### config.mk
export PLATFORM = sky130hd
export DESIGN_NAME = col_demux_fifo_flat
export DESIGN_NICKNAME = d
export VERILOG_FILES = /design/src/rtl/col_demux_fifo_if.sv /design/src/rtl/col_demux_fifo.sv /design/src/flat_wrapper.sv
export SDC_FILE = /design/constraint.sdc
export NUM_CORES = 1
export LEC_CHECK = 0
export CAP_MARGIN = 20
export CORE_AREA = 4 4 113 115
export DETAILED_ROUTE_END_ITERATION = 12
export DIE_AREA = 0 0 117 119
export PLACE_DENSITY = 0.43
export SYNTH_ARGS = -nofsm -noshare
export SYNTH_HDL_FRONTEND = slang
export SYNTH_SLANG_ARGS = --single-unit
### constraint.sdc
create_clock -name i_clk -period 2.1 [get_ports i_clk]
set_input_delay 0.315 -clock i_clk [delete_from_list [all_inputs] [get_ports i_clk]]
set_output_delay 0.315 -clock i_clk [all_outputs]
set_load 0.03 [all_outputs]
### src/rtl/col_demux_fifo_if.sv
// -----------------------------------------------------------------------------
// col_demux_fifo_if
// Bundle of the handshake and data signals of the 1:4 column demultiplexer.
//   master : upstream producer / downstream consumers (drives i_*, reads o_*)
//   slave  : the col_demux_fifo block itself
// Signals:
//   i_flush          synchronous clear of all lanes and the round-robin pointer
//   i_data/i_valid   input column word and its valid
//   o_ready          block can accept i_data this cycle
//   i_sel/i_auto     explicit lane select / use round-robin pointer
//   o_data1..4       head word of each lane
//   o_valid[3:0]     lane non-empty flags
//   i_ready[3:0]     per-lane pop requests from downstream
//   o_wrap           one-cycle pulse after the pointer wraps 3 -> 0
//   i_bcast          (COL_DEMUX_BCAST_EN only) write the word into all lanes
// -----------------------------------------------------------------------------
interface col_demux_fifo_if #(
  parameter int COL = 3
);
`ifdef COL_DEMUX_BCAST_EN
  logic           i_bcast;
`endif
  logic           i_flush;
  logic [COL-1:0] i_data;
  logic           i_valid;
  logic           o_ready;
  logic [1:0]     i_sel;
  logic           i_auto;
  logic [COL-1:0] o_data1;
  logic [COL-1:0] o_data2;
  logic [COL-1:0] o_data3;
  logic [COL-1:0] o_data4;
  logic [3:0]     o_valid;
  logic [3:0]     i_ready;
  logic           o_wrap;

  modport master (
`ifdef COL_DEMUX_BCAST_EN
    output i_bcast,
`endif
    output i_flush, i_data, i_valid, i_sel, i_auto, i_ready,
    input  o_ready, o_data1, o_data2, o_data3, o_data4, o_valid, o_wrap
  );

  modport slave (
`ifdef COL_DEMUX_BCAST_EN
    input  i_bcast,
`endif
    input  i_flush, i_data, i_valid, i_sel, i_auto, i_ready,
    output o_ready, o_data1, o_data2, o_data3, o_data4, o_valid, o_wrap
  );
endinterface

### src/rtl/col_demux_fifo.sv
// -----------------------------------------------------------------------------
// col_demux_fifo
// Sequential 1:4 column demultiplexer with a small FIFO per output lane.
// Each accepted COL-bit word is routed to lane T = i_auto ? ptr : i_sel and
// queued there; downstream PE columns drain each lane independently.
//
// Ports:
//   i_clk    clock, rising edge
//   i_rst_n  asynchronous active-low reset
//   bus      col_demux_fifo_if.slave (handshake, lane outputs, flush, wrap)
//
// Optional feature: define COL_DEMUX_BCAST_EN to add bus.i_bcast, which writes
// one accepted word into all four lanes at once (needs all lanes non-full).
// -----------------------------------------------------------------------------
module col_demux_fifo #(
  parameter int COL   = 3,
  parameter int DEPTH = 2
) (
  input  logic              i_clk,
  input  logic              i_rst_n,
  col_demux_fifo_if.slave   bus
);

  localparam int AW = (DEPTH > 1) ? $clog2(DEPTH) : 1;
  localparam int CW = $clog2(DEPTH) + 1;

  logic                 bcast;
  logic [1:0]           ptr_reg;
  logic                 wrap_reg;
  logic [1:0]           tgt;
  logic [3:0]           full;
  logic [3:0]           valid;
  logic                 ready;
  logic                 accept;
  logic                 advance;
  logic [3:0][COL-1:0]  head;

`ifdef COL_DEMUX_BCAST_EN
  assign bcast = bus.i_bcast;
`else
  assign bcast = 1'b0;
`endif

  assign tgt     = bus.i_auto ? ptr_reg : bus.i_sel;
  // Ready depends only on registered fill state and the select inputs, never
  // on the downstream i_ready, so a full lane needs one cycle after a pop.
  assign ready   = ~bus.i_flush & (bcast ? ~|full : ~full[tgt]);
  assign accept  = bus.i_valid & ready;
  assign advance = accept & bus.i_auto & ~bcast;

  generate
    for (genvar gi = 0; gi < 4; gi++) begin : g_lane
      logic [COL-1:0] mem_reg [DEPTH];
      logic [AW-1:0]  rd_ptr_reg;
      logic [AW-1:0]  wr_ptr_reg;
      logic [CW-1:0]  count_reg;
      logic [COL-1:0] head_reg;
      logic [AW-1:0]  rd_ptr_inc;
      logic           push;
      logic           pop;

      assign push       = accept & (bcast | (tgt == 2'(gi)));
      assign pop        = valid[gi] & bus.i_ready[gi];
      assign rd_ptr_inc = rd_ptr_reg + AW'(1);
      assign full[gi]   = (count_reg == CW'(DEPTH));
      assign valid[gi]  = (count_reg != '0);
      assign head[gi]   = head_reg;

      // Storage needs no reset; occupancy alone decides what is valid.
      always_ff @(posedge i_clk) begin
        if (push) begin
          mem_reg[wr_ptr_reg] <= bus.i_data;
        end
      end

      always_ff @(posedge i_clk or negedge i_rst_n) begin
        if (!i_rst_n) begin
          rd_ptr_reg <= '0;
          wr_ptr_reg <= '0;
          count_reg  <= '0;
          head_reg   <= '0;
        end else if (bus.i_flush) begin
          // Flush discards any same-cycle pop; the head word is left as is.
          rd_ptr_reg <= '0;
          wr_ptr_reg <= '0;
          count_reg  <= '0;
        end else begin
          if (push) wr_ptr_reg <= wr_ptr_reg + AW'(1);
          if (pop)  rd_ptr_reg <= rd_ptr_inc;
          case ({push, pop})
            2'b10:   count_reg <= count_reg + CW'(1);
            2'b01:   count_reg <= count_reg - CW'(1);
            default: count_reg <= count_reg;
          endcase
          // The head register holds the entry at the read pointer. When the
          // next entry was only just pushed it comes straight from i_data;
          // when the lane drains completely the last word is kept on display.
          if (pop) begin
            if (count_reg > CW'(1)) begin
              head_reg <= mem_reg[rd_ptr_inc];
            end else if (push) begin
              head_reg <= bus.i_data;
            end
          end else if (push && (count_reg == '0)) begin
            head_reg <= bus.i_data;
          end
        end
      end
    end
  endgenerate

  always_ff @(posedge i_clk or negedge i_rst_n) begin
    if (!i_rst_n) begin
      ptr_reg  <= 2'd0;
      wrap_reg <= 1'b0;
    end else if (bus.i_flush) begin
      ptr_reg  <= 2'd0;
      wrap_reg <= 1'b0;
    end else begin
      wrap_reg <= advance & (ptr_reg == 2'd3);
      if (advance) begin
        ptr_reg <= ptr_reg + 2'd1;
      end
    end
  end

  assign bus.o_ready = ready;
  assign bus.o_valid = valid;
  assign bus.o_data1 = head[0];
  assign bus.o_data2 = head[1];
  assign bus.o_data3 = head[2];
  assign bus.o_data4 = head[3];
  assign bus.o_wrap  = wrap_reg;

endmodule

### src/flat_wrapper.sv
// flat-port wrapper written by rule: the top's interface ports become plain ports
module col_demux_fifo_flat 
#(
  parameter int COL   = 3,
  parameter int DEPTH = 2
)
  (i_clk, i_rst_n, bus_i_flush, bus_i_data, bus_i_valid, bus_i_sel, bus_i_auto, bus_i_ready, bus_o_ready, bus_o_data1, bus_o_data2, bus_o_data3, bus_o_data4, bus_o_valid, bus_o_wrap);
  col_demux_fifo_if #(.COL(COL)) bus_i ();
  input  logic i_clk;
  input  logic i_rst_n;
  input wire logic [$bits(bus_i.i_flush)-1:0] bus_i_flush;
  input wire logic [$bits(bus_i.i_data)-1:0] bus_i_data;
  input wire logic [$bits(bus_i.i_valid)-1:0] bus_i_valid;
  input wire logic [$bits(bus_i.i_sel)-1:0] bus_i_sel;
  input wire logic [$bits(bus_i.i_auto)-1:0] bus_i_auto;
  input wire logic [$bits(bus_i.i_ready)-1:0] bus_i_ready;
  output wire logic [$bits(bus_i.o_ready)-1:0] bus_o_ready;
  output wire logic [$bits(bus_i.o_data1)-1:0] bus_o_data1;
  output wire logic [$bits(bus_i.o_data2)-1:0] bus_o_data2;
  output wire logic [$bits(bus_i.o_data3)-1:0] bus_o_data3;
  output wire logic [$bits(bus_i.o_data4)-1:0] bus_o_data4;
  output wire logic [$bits(bus_i.o_valid)-1:0] bus_o_valid;
  output wire logic [$bits(bus_i.o_wrap)-1:0] bus_o_wrap;
  assign bus_i.i_flush = bus_i_flush;
  assign bus_i.i_data = bus_i_data;
  assign bus_i.i_valid = bus_i_valid;
  assign bus_i.i_sel = bus_i_sel;
  assign bus_i.i_auto = bus_i_auto;
  assign bus_i.i_ready = bus_i_ready;
  assign bus_o_ready = bus_i.o_ready;
  assign bus_o_data1 = bus_i.o_data1;
  assign bus_o_data2 = bus_i.o_data2;
  assign bus_o_data3 = bus_i.o_data3;
  assign bus_o_data4 = bus_i.o_data4;
  assign bus_o_valid = bus_i.o_valid;
  assign bus_o_wrap = bus_i.o_wrap;
  col_demux_fifo #(.COL(COL), .DEPTH(DEPTH)) u_core (.i_clk(i_clk), .i_rst_n(i_rst_n), .bus(bus_i));
endmodule
==> flow_summary.yaml, run 1 <==
placement:
  port-buffer-count: 31
  dp_hpwl_mm: 4.43
  routabilityCongestion: 0.733
  dp_cells: 444
setup_path:
  slowest_delay_ns: 0.46
  worst_path_max_delay_cell: "clkdlybuf4s50_1"
  cp_max_fo: 4
  crit_arrival_ns: 1.73
  crit_buf_inv: 2
  ff2ff_path_depth: 8
  critPathCaptureType: "primary output"
  crit_path_start_kind: "input port"
  cp.required_ns: 1.78
  r2r_setup_slack_ns: 0.18
  critPathKind: "in2out"
  crit_path_cell_trace: "clkdlybuf4s50_1 -> or3_4 -> nand2_1 -> o2bb2ai_1 -> a211oi_4 -> buf_6"
  critical-path-top-delay-family: "buffers and inverters"
  r2r_end: "u_core.g_lane[2].count_reg[1]$_DFFE_PN0P_"
  rr_startpoint: "u_core.g_lane[2].count_reg[0]$_DFFE_PN0P_"
power_and_ir_drop:
  p_comb_share_pct: 40.9
  powerDensity_nw_per_um2: 1060
  p_sw_w: 0.00141
  ir_drop_uv: 572
  power.leakage_nw: 1.52
  pwr-share-seq_pct: 37.8
  p_clk_share_pct: 21.2
  swShare_pct: 36.0
  power_w: 0.00392
  p_int_w: 0.00251
layout:
  diodes: 0
  area_growth_pct: 29.0
  largest_reg_flops: 24
  fin_nets: 335
  fin_util_pct: 31.4
  final_cells: 456
  final_layout_size_suffix_gt1_share_pct: 18.1
  fillers: 1208
detailed_routing:
  wirelength_mm: 6.33
  drc: 0
  dr.pass1.iters: 4
  dr.first_iter.drc_count: 66
  via_count: 1959
  routedWlPerCell_um: 13.9
  ant_nets: 0
  avgViaCountPerCell: 4.30
synthesis:
  ys_seq_elements: 55
  synth.top_cell.area_share_pct: 27.0
  syn_area_um2: 2880
  synthCells: 253
  ys_warn_count: 0
  synth.area.top_cells: "dfrtp_1 27%, edfxtp_1 25%, ha_1 5.7%"
  synth_cell_types: 45
  synth_area_per_cell_um2: 11.4
  synth_edf_count: 24
  ys_seq_area_share_pct: 52.0
  mappedNetlistNets: 280
  ys_async_sr_fraction_pct: 56.4
  ys_dominant_reg_cell: "dfrtp_1"
  synth_top_cell_by_area: "dfrtp_1"
timing:
  timing.fmax_mhz: 490
  fin_crit_sh_pct: 97.2
  final.min_clock_period_ns: 2.04
  finClkSkew_ns: 0.00753
  finalSetupViolCount: 0
  slew_headroom_pct: 62.2
  final_hold_viol_count: 0
  slew_viol_final: 0
  tightest_slew_ns: 0.565
die:
  ioPinCount: 32
  die_y_um: 119
  die-area_um2: 13900
  initial_utilization_pct: 24.4
  row_count: 40
  die_w_um: 117
  core_region_area_um2: 11800
clock_tree:
  cts.reportedPaths.clkPinSlew_ns: 0.07
  numCtsBuffers: 5
  clock-sinks: 55
  cts_max_level: 2
  clk_latency_ns: 0.29
  cts_root_buffer: "clkbuf_16"
  tritoncts: "built"
  clock_path_buffers: 2
global_routing:
  overflow: 0
  grtUsageTotal_pct: 9.67
  grt_max_degree: 32
  antenna_found_initial: 0
  first_global_vias: 2068
  grt_pass1_wl_mm: 10.5
job:
  maxCapViolCount: 0
min_path:
  hold_class: "in2async"
status:
  outcome: "finished clean"
placed cells by master (no fill, tap or decap), drive strengths merged, types with 7 or more instances in the layout:
cell           netlist  layout
nand2b               7       7
nand2               12      12
mux2                 7       7
o2bb2ai              7       7
dfrtp               31      31
o21ai                9       9
clkdlybuf4s50        0      24
xnor2               12      12
buf                  2      27
nor2b                7       7
inv                 20      21
edfxtp              24      24
nor2                31      31
mux2i                9       9
ha                  13      13
per-stage QoR:
step | setup TNS, ns | worst slack [ns] | area, um^2 | hold slack [ns]
after floorplan | 0 | 0.143 | 2880 | 0.0194
after detailed placement | -2.67 | -0.140 | 3490 | 0.476
after global routing | -0.00686 | -0.00686 | 3710 | 0.499
after global placement | -1.93 | -0.131 | 3490 | 0.478
final | 0 | 0.0580 | 3710 | 0.442
after CTS | 0 | 0.00961 | 3660 | 0.473
Yosys cell counts (all sizes together) (3+ instances only):
library cell  instances
edfxtp               24
nand2b                7
clkbuf                7
nor2b                 7
inv                  20
nor2                 31
o21ai                 9
ha                   13
a22oi                 4
a31oi                 6
and2                  3
mux2                  7
or3                   6
xnor2                12
a21oi                 3
o21bai                6
mux2i                 9
a211oi                6
dfrtp                31
o22ai                 3
o2bb2ai               7
nand2                12
worst register-to-register path, stage by stage, from the launching register on:
cell and delay [ns]:
dfrtp_1 0.40, inv_1 0.09, ha_2 0.22, nand2_1 0.10, a22oi_4 0.20, a211oi_2 0.12
buf_4 0.19, or3_1 0.36, a41oi_2 0.17
cell type report:
cell class	count	area [um^2]	share of cell area, %
Inverter	20	75.1	2.02
Clock inverter	3	17.5	0.472
Tap cell	147	184	4.96
Timing Repair Buffer	57	522	14.1
Clock buffer	5	125	3.37
Multi-Input combinational cell	169	1290	34.8
Sequential cell	55	1500	40.4
metal layers:
layer	track usage, %	part of all wire [%]
met1	12.9	50
met2	15.5	46
met3	2.49	3.4
met4	2.58	1.2
met5	0	0
cell families after synthesis:
logic type	share of synthesized area, %
AND/OR/NAND/NOR	13.5
flip-flops	52.0
AO/OA/AOI/OAI	13.9
buffers and inverters	4.04
multiplexers	5.87
XOR/XNOR	5.04
adder cells (fa/ha/maj)	5.65
worst max path at each step:
stage               cells past startpoint                                        to                                 startpoint
floorplan                               5                               bus_o_ready  u_core.g_lane[1].count_reg[0]$_DFFE_PN0P_
global placement                        4  u_core.g_lane[0].mem_reg[0][2]$_DFFE_PP_                                 bus_i_auto
detailed placement                      4  u_core.g_lane[0].mem_reg[0][2]$_DFFE_PP_                                 bus_i_auto
CTS                                     4                            bus_o_valid[0]  u_core.g_lane[0].count_reg[0]$_DFFE_PN0P_
global route                            7                               bus_o_ready  u_core.g_lane[2].count_reg[0]$_DFFE_PN0P_
finish                                  6                               bus_o_ready                               bus_i_sel[0]
power by group through the flow:
stage | registers, W | logic, W | clock network, W
after global placement | 0.00151 | 0.00157 | 0
after CTS | 0.00149 | 0.00161 | 0.000863
after detailed placement | 0.00151 | 0.00157 | 0
after floorplan | 0.00167 | 0.000825 | 0
final | 0.00148 | 0.00160 | 0.000832
after global routing | 0.00151 | 0.00176 | 0.000907
what timing repair did:
action / 4_1_cts / 5_1_grt
buffers inserted: 2 / 2
endpoints found under the setup margin: 1 / 4
hold buffers: 0 / 0
gates resized for setup: 4 / 11
pin swaps: 0 / 2
Power figures use the tool's default switching activity.
==> inputs of run 2 (changes only) <==
- CORE_AREA: 4 4 113 115 -> 2 2 111 113
- DIE_AREA: 0 0 117 119 -> 0 0 113 115
- REMOVE_ABC_BUFFERS: not set -> 1
==> run 2 against run 1 <==
Effect of this change:
- the run now ends with design-rule violations left
- sequential share of layout area down 0.32 points
- fmax down 0.38%
- first-iteration DRC count down 56%
- global-route usage up 0.55 points
- non-clock buffer count down 1
- critical path depth up 1
- die area down 6.7%
- via count up 1.1%
- clock skew down 0.0050 ns
- critical path type is now reg2out
- largest power group unchanged
==> flow_summary.yaml, run 2 (synthesized netlist as in run 1, its figures left out) <==
die:
  row_count: 40
  initial_utilization_pct: 24.4
  die-area_um2: 13000
  ioPinCount: 32
  die_w_um: 113
  core_region_area_um2: 11800
  die_y_um: 115
setup_path:
  cp_max_fo: 4
  crit_path_start_kind: "register"
  cp.required_ns: 1.78
  critPathKind: "reg2out"
  critPathCaptureType: "primary output"
  crit_arrival_ns: 1.73
timing:
  fin_crit_sh_pct: 97.6
  slew_headroom_pct: 59.8
  final_hold_viol_count: 0
  timing.fmax_mhz: 488
  tightest_slew_ns: 0.601
  rsz0062_at_grt: "yes"
  fin_hold_ws_ns: 0.446
  finClkSkew_ns: 0.00256
  final.min_clock_period_ns: 2.05
  slew_viol_final: 0
  finalSetupViolCount: 0
power_and_ir_drop:
  powerDensity_nw_per_um2: 1070
  ir_drop_uv: 510
  power.leakage_nw: 1.50
  power_w: 0.00400
clock_tree:
  clock_path_buffers: 2
  cts.reportedPaths.clkPinSlew_ns: 0.07
  cts_root_buffer: "clkbuf_16"
  tritoncts: "built"
  cts_hold_buf: 0
  cts_max_level: 2
  clock-sinks: 55
  clk_latency_ns: 0.29
  numCtsBuffers: 5
global_routing:
  first_global_vias: 2040
  overflow: 0
  grtUsageTotal_pct: 10.2
  grt_pass1_wl_mm: 10.5
  antenna_found_initial: 0
  grt_max_degree: 32
detailed_routing:
  wirelength_mm: 6.34
  drc: 2
  dr.pass1.iters: 8
  ant_nets: 0
  avgViaCountPerCell: 4.35
  via_count: 1980
  dr.first_iter.drc_count: 29
  routedWlPerCell_um: 13.9
placement:
  port-buffer-count: 31
  routabilityCongestion: 0.718
  dp_hpwl_mm: 4.53
  place_area_um2: 3500
layout:
  area_growth_pct: 30.0
  fin_util_pct: 31.7
  final_cell_mix: "30 x nor2_1, 30 x dfrtp_1, 25 x clkdlybuf4s50_1, 24 x buf_4, 24 x edfxtp_1"
  final_layout_size_suffix_gt1_share_pct: 18.8
  fin_nets: 334
  diodes: 0
  final_cell_area_um2: 3740
  largest_reg_flops: 24
min_path:
  hold_class: "in2async"
job:
  maxCapViolCount: 0
status:
  violations: "design-rule violations"
  outcome: "complete, but fails checks"
==> run 2: timing repair <==
action | in CTS | in global routing
pin swaps | 1 | 2
gates resized for setup | 9 | 10
endpoints found under the hold margin | 0 | 0
setup buffers | 1 | 1
endpoints found under the setup margin | 1 | 3
==> run 2: layout make-up <==
class	instances	area (um^2)
well taps	147	184
clock buffers	5	125
inverters	20	75.1
multi-input cells	169	1310
fillers	1227	8070
clock inverters	3	38.8
flip-flops and latches	55	1500
repair buffers	56	512
==> run 2: through the flow <==
step / setup WS, ns / TNS (ns) / cells
after floorplan: 0.108 / 0 / 244
after global placement: -0.219 / -4.90 / 445
after detailed placement: -0.246 / -5.53 / 445
after CTS: 0.000365 / 0 / 454
after global routing: -0.0227 / -0.0227 / 455
final: 0.0502 / 0 / 455
==> run 2: path summary, 6_finish.rpt <==
path / slack [ns] / to / cells past startpoint / start
min reg2reg: 0.49 / u_core.bus.o_data3[2]$_DFFE_PN0P_ / 1 / u_core.bus.o_data3[2]$_DFFE_PN0P_
max: 0.05 / bus_o_ready / 7 / u_core.g_lane[1].count_reg[0]$_DFFE_PN0P_
min in group i_clk: 0.49 / u_core.bus.o_data3[2]$_DFFE_PN0P_ / 1 / u_core.bus.o_data3[2]$_DFFE_PN0P_
min: 0.45 / u_core.bus.o_data2[1]$_DFFE_PN0P_ / 2 / i_rst_n
max reg2reg: 0.17 / u_core.g_lane[2].count_reg[1]$_DFFE_PN0P_ / 8 / u_core.g_lane[2].count_reg[0]$_DFFE_PN0P_
max in group asynchronous: 1.32 / u_core.ptr_reg[0]$_DFFE_PN0P_ / 2 / i_rst_n
==> run 2: where the power goes <==
part,switching [W],internal (W),total (W)
Sequential,0.000157,0.00132,0.00148
Combinational,0.000851,0.000739,0.00159
Clock,0.000378,0.000557,0.000935
Total,0.00139,0.00262,0.00400
==> run 2: worst max-delay path, cell delays in order, from the launching register on <==
cell and delay (ns):
dfrtp_1 0.36, inv_2 0.05, ha_2 0.20, nand3b_1 0.14, o211ai_4 0.13, buf_6 0.14, a211oi_4 0.26, buf_6 0.17
==> run 2: metal layers <==
layer / global-route usage, % / vias to the layer above / routed length (um)
met3: 1.95 / 6 / 161
met5: 0 / - / 0
met4: 2.93 / 0 / 76
li1: - / 987 / -
met1: 12.6 / 971 / 2850
met2: 18.2 / 16 / 3250
==> inputs of run 3 (changes only) <==
- ABC_AREA: not set -> 1
==> run 3 against run 2 <==
Effect of this change:
- the run now ends clean
- sequential power barely moved
- sequential share of layout area up 0.62 points
- die area unchanged
==> flow_summary.yaml, run 3 <==
power_and_ir_drop:
  powerDensity_nw_per_um2: 1070
  swShare_pct: 37.1
  p_int_w: 0.00249
  ir_drop_uv: 388
  p_sw_w: 0.00146
  p_clk_share_pct: 22.1
  p_comb_share_pct: 40.6
  pwr-share-seq_pct: 37.3
  power.leakage_nw: 1.66
detailed_routing:
  ant_nets: 0
  dr.pass1.iters: 4
  avgViaCountPerCell: 4.22
  dr.first_iter.drc_count: 62
  routedWlPerCell_um: 12.1
  wirelength_mm: 6.13
  via_count: 2138
  drc: 0
synthesis:
  ys_seq_elements: 55
  ys_dominant_reg_cell: "dfrtp_1"
  synthCells: 308
  synth_area_per_cell_um2: 9.41
  ys_warn_count: 0
  ys_seq_area_share_pct: 51.6
  syn_area_um2: 2900
  synth_edf_count: 24
  synth.area.top_cells: "dfrtp_1 27%, edfxtp_1 25%, nor2_1 6.1%"
  synth.most_common_cell: "nor2_1"
  ys_async_sr_fraction_pct: 56.4
  synth_common_cells: "47 x nor2_1, 41 x nand2_1, 36 x inv_1, 31 x dfrtp_1, 24 x edfxtp_1"
  synth.top_cell.area_share_pct: 26.8
  synth_cell_types: 23
  synth_top_cell_by_area: "dfrtp_1"
timing:
  tightest_slew_ns: 0.583
  finalSetupViolCount: 0
  slew_headroom_pct: 61.0
  finClkSkew_ns: 0.00913
  slew_viol_final: 0
  timing.fmax_mhz: 527
  final_hold_viol_count: 0
  fin_ws_ns: 0.201
  finalSetupTns_ns: 0
  rsz0062_at_grt: "no"
  fin_hold_ws_ns: 0.446
  fin_crit_sh_pct: 90.4
  final.min_clock_period_ns: 1.90
global_routing:
  antenna_found_initial: 0
  grt_max_degree: 32
  overflow: 0
  grtUsageTotal_pct: 10.2
  grt_pass1_wl_mm: 10.5
  first_global_vias: 2131
clock_tree:
  cts_max_level: 2
  clock_path_buffers: 2
  cts_root_buffer: "clkbuf_16"
  cts.reportedPaths.clkPinSlew_ns: 0.07
  numCtsBuffers: 5
  tritoncts: "built"
  clk_latency_ns: 0.29
  clock-sinks: 55
  cts_setup_buffers: 0
layout:
  final_cells: 507
  final_common_cell: "nor2_1"
  fin_nets: 386
  fillers: 1282
  diodes: 0
  final_layout_size_suffix_gt1_share_pct: 19.2
  largest_reg_flops: 24
  fin_util_pct: 31.2
  final_cell_mix: "45 x nor2_1, 41 x nand2_1, 36 x inv_1, 31 x dfrtp_1, 25 x clkdlybuf4s50_1"
  area_growth_pct: 27.0
setup_path:
  slowest_delay_ns: 0.39
  crit_path_cell_trace: "inv_1 -> ha_1 -> nand3_2 -> nand3_2 -> nor2_8 -> clkdlybuf4s15_2"
  r2r_setup_slack_ns: 0.26
  worst_path_most_repeated_cell: "nand3_2"
  ff2ff_path_depth: 8
  critPathCaptureType: "primary output"
  cp_max_fo: 4
  crit_path_start_kind: "register"
  crit_arrival_ns: 1.58
  crit_end: "bus_o_ready"
  critPathKind: "reg2out"
  worst_path_max_delay_cell: "dfrtp_1"
  rr_startpoint: "u_core.g_lane[1].count_reg[0]$_DFFE_PN0P_"
  cp.required_ns: 1.78
  critPathLaunch: "u_core.g_lane[1].count_reg[0]$_DFFE_PN0P_"
  r2r_end: "u_core.g_lane[0].mem_reg[1][1]$_DFFE_PP_"
placement:
  port-buffer-count: 31
  routabilityCongestion: 0.775
  dp_hpwl_mm: 4.40
  post-place-ws_ns: -0.303
  dp_cells: 499
die:
  die_w_um: 113
  ioPinCount: 32
  core_region_area_um2: 11800
  die-area_um2: 13000
  row_count: 40
  initial_utilization_pct: 24.5
  die_y_um: 115
min_path:
  hold_class: "in2async"
status:
  outcome: "finished clean"
job:
  maxCapViolCount: 0
==> run 3: changes by cell type after synthesis, moves of 13 or more <==
cell	previous run	this run
nand2_1	12	41
nand3_1	2	15
nor2_1	31	47
a21oi_1	3	20
nand2_2	0	14
inv_1	20	36
==> run 3: metrics by stage <==
stage / total power (W) / area (um^2)
floorplan: 0.00253 / 2880
global placement: 0.00313 / 3500
detailed placement: 0.00313 / 3500
CTS: 0.00403 / 3660
global route: 0.00426 / 3680
finish: 0.00395 / 3680
==> run 3: critical path, delay by kind of cell, from the launching register on <==
kind / cells / cell delay, ns
buf+inv: 2 / 0.39
fa+ha+maj: 1 / 0.22
simple gates: 3 / 0.31
flops: 1 / 0.39
==> run 3: what timing repair did <==
| action | 4_1_cts | 5_1_grt |
|---|---|---|
| setup endpoints to repair | 1 | 34 |
| gates resized for setup | 3 | 8 |
| hold endpoints to repair | 0 | 0 |
| hold buffers | 0 | 0 |
==> run 3: layout make-up <==
type / count / area (um^2) / share of cell area, %
Clock buffer: 8 / 156 / 4.25
Inverter: 38 / 143 / 3.87
Multi-Input combinational cell: 211 / 1250 / 33.9
Sequential cell: 55 / 1500 / 40.7
Tap cell: 147 / 184 / 5.00
Timing Repair Buffer: 48 / 455 / 12.4
==> run 3: power by group through the flow <==
stage                     Combinational [W]  Sequential (W)  Clock, W
after detailed placement            0.00163         0.00150         0
after CTS                           0.00164         0.00148  0.000910
after global routing                0.00180         0.00151  0.000947
after floorplan                    0.000840         0.00169         0
after global placement              0.00163         0.00150         0
final                               0.00161         0.00147  0.000873
==> run 3: kinds of logic (layout without fill, tap and decap cells) <==
group / count (synthesis) / after routing / share of synthesized area (%)
muxes: 1 / 1 / 0.345
adders and majority gates: 13 / 13 / 5.61
AOI/OAI and AO/OA: 41 / 41 / 8.64
buffers and inverters: 42 / 94 / 5.53
DFF: 55 / 55 / 51.6
and+or+nand+nor: 156 / 156 / 28.2
==> run 3: how the worst min path moves through the flow <==
stage                                           start  cells after the start  slack, ns                                        end
floorplan                                     i_rst_n                      0       0.02          u_core.bus.o_data1[0]$_DFFE_PN0P_
global placement    u_core.bus.o_data2[0]$_DFFE_PN0P_                      2       0.47          u_core.bus.o_data2[0]$_DFFE_PN0P_
detailed placement  u_core.bus.o_data2[1]$_DFFE_PN0P_                      2       0.47          u_core.bus.o_data2[1]$_DFFE_PN0P_
CTS                                           i_rst_n                      2       0.47  u_core.g_lane[2].count_reg[1]$_DFFE_PN0P_
global route                                  i_rst_n                      2       0.49  u_core.g_lane[2].count_reg[1]$_DFFE_PN0P_
finish                                        i_rst_n                      2       0.45  u_core.g_lane[2].count_reg[1]$_DFFE_PN0P_
==> run 3: metal layers <==
metal | part of all wire, % | global-route usage, %
met5 | 0 | 0
met4 | 0.91 | 3.41
met3 | 2.4 | 1.42
met2 | 48 | 17.4
met1 | 49 | 13.3
==> RTL change 1: new RTL, config.mk and constraints of run 1 <==
`DEPTH` is set to 2 in 2 places; all go to 1.
--- a/src/rtl/col_demux_fifo.sv
+++ b/src/rtl/col_demux_fifo.sv
@@ -16,3 +16,3 @@
   parameter int COL   = 3,
-  parameter int DEPTH = 2
+  parameter int DEPTH = 1
 ) (
--- a/src/flat_wrapper.sv
+++ b/src/flat_wrapper.sv
@@ -4,3 +4,3 @@
   parameter int COL   = 3,
-  parameter int DEPTH = 2
+  parameter int DEPTH = 1
 )
Formal check against the unedited RTL: not equivalent (Yosys sat finds a counterexample within 4 cycles, from zero or initial values and one cycle with i_rst_n low).
==> RTL change 1 against run 1 <==
Synthesized area down 65%. Cell area down 57%. Routed wire length down 52%. Combinational power down 71%. Synthesized cell count down 66%. Die area unchanged. Non-clock buffer count down 18. Sequential cell count down 36. Via count down 60%. Sequential share of layout area down 11 points. Power down 65%. Worst setup slack better by 0.043 ns. Largest cell class is now multi-input gates. Largest power group is now sequential cells. Highest routed layer unchanged.
==> RTL change 1: results (changes against run 1) <==
HP Class in2async; Async S/R FF share, synth 100.0% (+44 points); max incr delay on CP 0.52 ns (+0.06 ns); DR WL met2 1229 um (-58%); Clock Pin Slew Worst Setup and Hold Paths 0.06 ns; Longest Clk Path Bufs 2 (unchanged); commonest cells in the netlist dfrtp_1 (19), mux2_2 (11), nand2_1 (8); Setup Skew 0.003246 ns (-0.004280 ns); TritonRoute pass-1 iters 4 (unchanged); DR top layer met4; Worst Max-Slew Pin Slew 0.3892 ns (-0.1760 ns); antenna cells 0 (unchanged); met1 WL 1549 um (-51%); Total Routing Usage GR 4.528% (-5.1 points); clk_lat worst skew 0.25 ns (-0.04 ns); Mean Syn Cell Area 11.95 um^2 (+5.1%); Worst VDD drop 0.3111 mV (-46%); CTS Buf Count 3 (-2); Placed Cells 265 (-40%); layout cells sized above 1 31.15% (+13 points); Worst Path Arrival 1.68 ns (-0.05 ns); RD Place Congestion 0.7433 (+1.5%); vias in the first global route 834 (-60%); global-route wire length before repair 4726 um (-55%); final antenna-violating net count 0 (unchanged); Iter 0 DRT Violations 18 (-73%); Largest register FFs 4 (-83%); DP Area 1515 um^2 (-57%); syn_nets 100 (-64%); Crit-path slowest cell clkdlybuf4s50_1; leading post-synthesis cells by cell area dfrtp_1 (47%), mux2_2 (12%), mux2_4 (4.4%), buf_4 (3.0%), nand2_1 (3.0%); clk root buf clkbuf_16; Seq/Total Area, Yosys 46.80% (-5.2 points); via/cell ratio 2.888 (-33%); WL final 3011 um (-52%); Met3 Wirelength 222 um (+4.2%); CP delay by family, top buffers and inverters; drt wl/cell 11.19 um (-19%); Post-synth EDFFs 0 (-100%); Leakage 0.6349 nW (-58%); largest net degree at the start of global routing 20 (-38%); Synth cell types 30 (-33%); status finished, final reports clean; net count reported at finish 138 (-59%); CTS H-tree depth 1 (-1); Detailed Place HPWL 2336 um (-47%); initial antenna violation count 0 (unchanged); I/O Buffers 31 (unchanged); crit-path max FO 2 (-2); Syn. warnings 0 (unchanged)
[RTL change 1: cell type report]
| cell class | count | area [um^2] |
|---|---|---|
| inverter | 2 | 7.507 |
| clock inverter | 1 | 7.507 |
| multi-input combinational | 58 | 484.2 |
| sequential | 19 | 475.5 |
| tap | 147 | 183.9 |
| timing repair buffer | 39 | 370.4 |
| fill | 1361 | 10210 |
| clock buffer | 3 | 75.07 |
[RTL change 1: through the flow]
| stage | setup slack, ns | power, mW |
|---|---|---|
| floorplan | 0.5308 | 0.7443 |
| global placement | 0.06728 | 0.9761 |
| detailed placement | 0.06294 | 0.9728 |
| CTS | 0.06953 | 1.399 |
| global route | 0.001815 | 1.446 |
| finish | 0.1014 | 1.375 |
[RTL change 1: report_power, final]
| group | switching (mW) | total (mW) | internal [mW] | leakage, nW |
|---|---|---|---|---|
| Sequential | 0.0522 | 0.490 | 0.438 | 0.241 |
| Clock | 0.156 | 0.413 | 0.258 | 0.0371 |
| Combinational | 0.244 | 0.471 | 0.227 | 0.357 |
[RTL change 1: layer usage]
| metal | global-route usage, % | up-vias |
|---|---|---|
| li1 | - | 370 |
| met1 | 6.491 | 378 |
| met2 | 6.188 | 27 |
| met3 | 2.134 | 2 |
| met5 | 0 | - |
| met4 | 0.8602 | 0 |
[RTL change 1: final timing paths]
path                       cells past startpoint                   from                    endpoint  slack (ns)
setup / recovery                               6           bus_i_sel[0]                 bus_o_ready        0.10
hold reg to reg                                1  u_core.bus.o_data4[2]       u_core.bus.o_data4[2]        0.51
setup reg to reg                               4      u_core.ptr_reg[1]       u_core.bus.o_data3[2]        0.44
hold / removal                                 2                i_rst_n  u_core.g_lane[2].count_reg        0.40
min in group i_clk                             1  u_core.bus.o_data4[2]       u_core.bus.o_data4[2]        0.51
max in group asynchronous                      2                i_rst_n  u_core.g_lane[3].count_reg        1.48
[RTL change 1: cells by family (layout without fill, tap and decap cells)]
kind of cell             Yosys count  after routing  share of synthesized area (%)
AND/OR/NAND/NOR                   33             33                          18.47
multiplexers                      16             16                          18.60
buffers and inverters              8             45                          5.912
AO/OA/AOI/OAI                      8              8                          8.990
adder cells (fa/ha/maj)            1              1                          1.231
flip-flops                        19             19                          46.80
[RTL change 1: what timing repair did]
action	CTS	global route
setup buffers	0	0
endpoints found under the hold margin	0	0
endpoints found under the setup margin	0	1
resized for setup	0	2
[RTL change 1: worst register-to-register path, stage by stage, from the launching register on]
cell and delay, ns:
dfrtp_1 0.47, nor2b_2 0.20, a22o_2 0.28, nand3b_1 0.22, mux2_2 0.37
==> RTL change 2: new RTL, config.mk and constraints of run 1 <==
Without the edit above. Reset style: synchronous (`i_rst_n`), changed in 2 clocked blocks. Comments in the files are not updated.
--- a/src/rtl/col_demux_fifo.sv
+++ b/src/rtl/col_demux_fifo.sv
@@ -75,3 +75,3 @@
 
-      always_ff @(posedge i_clk or negedge i_rst_n) begin
+      always_ff @(posedge i_clk) begin
         if (!i_rst_n) begin
@@ -111,3 +111,3 @@
 
-  always_ff @(posedge i_clk or negedge i_rst_n) begin
+  always_ff @(posedge i_clk) begin
     if (!i_rst_n) begin
Formal check against the unedited RTL: differs if i_rst_n is asserted again (counterexample within 4 cycles, from zero or initial values and one cycle with i_rst_n low); with i_rst_n held inactive, the same outputs for 4 cycles.
==> RTL change 2 against run 1 <==
Count of clock-buffer cells in the layout up 2. Worst setup slack worse by 0.015 ns. Cell area up 2.5%. Routed wire length down 3.8%. Global-route usage down 0.40 points. Sequential cell count unchanged. Synthesized area down 6.0%. Largest cell class is now multi-input gates.
Power is not compared: it rests on default switching activity, and its combinational part moved more than twofold at a synthesized area within 25%.
==> RTL change 2: results (changes against run 1) <==
DR top layer met5; Post-Layout Inst Area 3805 um^2 (+2.5%); drt wl/cell 12.59 um (-9.2%); crit-path max FO 3 (-1); vias in the first global route 1988 (-3.9%); Worst Max-Slew Pin Slew 0.5372 ns (-0.02795 ns); status finished, final reports clean; final clock period utilization by the worst path 97.97% (+0.73 points); smallest hold slack 0.4560 ns (+0.01385 ns); leading post-synthesis cells by cell area edfxtp_1 (27%), dfxtp_1 (23%), mux2i_1 (8.5%), ha_1 (7.9%), nor2_1 (4.2%); cells after synthesis 259 (+2.4%); initial antenna violation count 1 (+1); Setup Skew 0.008209 ns (+0.0006829 ns); crit path capture type flip-flop; WL final 6083 um (-3.8%); via/cell ratio 4.211 (-2.0%); Critical path origin bus_i_valid; Met3 Wirelength 287 um (+35%); PostCTS Resize Cnt 12 (+8); worst reg2reg startpoint u_core.g_lane[0].count_reg[0]; global-route wire length before repair 10060 um (-3.8%); XOR/XNOR share of the synthesized area 4.854% (-0.19 points); layout cells sized above 1 24.11% (+6.0 points); RD Place Congestion 0.7363 (+0.52%); mux share of post-synthesis cell area 8.507% (+2.6 points); fill count 1215 (+0.58%)
RTL change 2: cell count changes in the layout (fill, tap and decap cells not counted), moves of 5 or more:
cell,change
a31oi_1,-6
buf_4,+21
dfrtp_1,-30
dfxtp_1,+26
dfxtp_2,+5
inv_1,-5
mux2_2,-6
mux2i_1,+12
nand2_1,+16
o2111ai_1,+6
o21bai_1,-5
o2bb2ai_1,-7
xnor2_1,-5
xor2_1,+6
RTL change 2: final cells by class:
class                           count  area share [%]
Tap cell                          147           4.834
Clock inverter                      1          0.1315
Inverter                           17           1.677
Multi-Input combinational cell    178           36.30
Sequential cell                    55           35.42
Clock buffer                        7           3.749
Timing Repair Buffer               78           17.89
RTL change 2: critical path: stages:
cell and delay, ns:
clkdlybuf4s50_1 0.53, nor2b_4 0.17, o221ai_2 0.10, or4_4 0.55, buf_4 0.16, nor2_1 0.09
buf_4 0.13
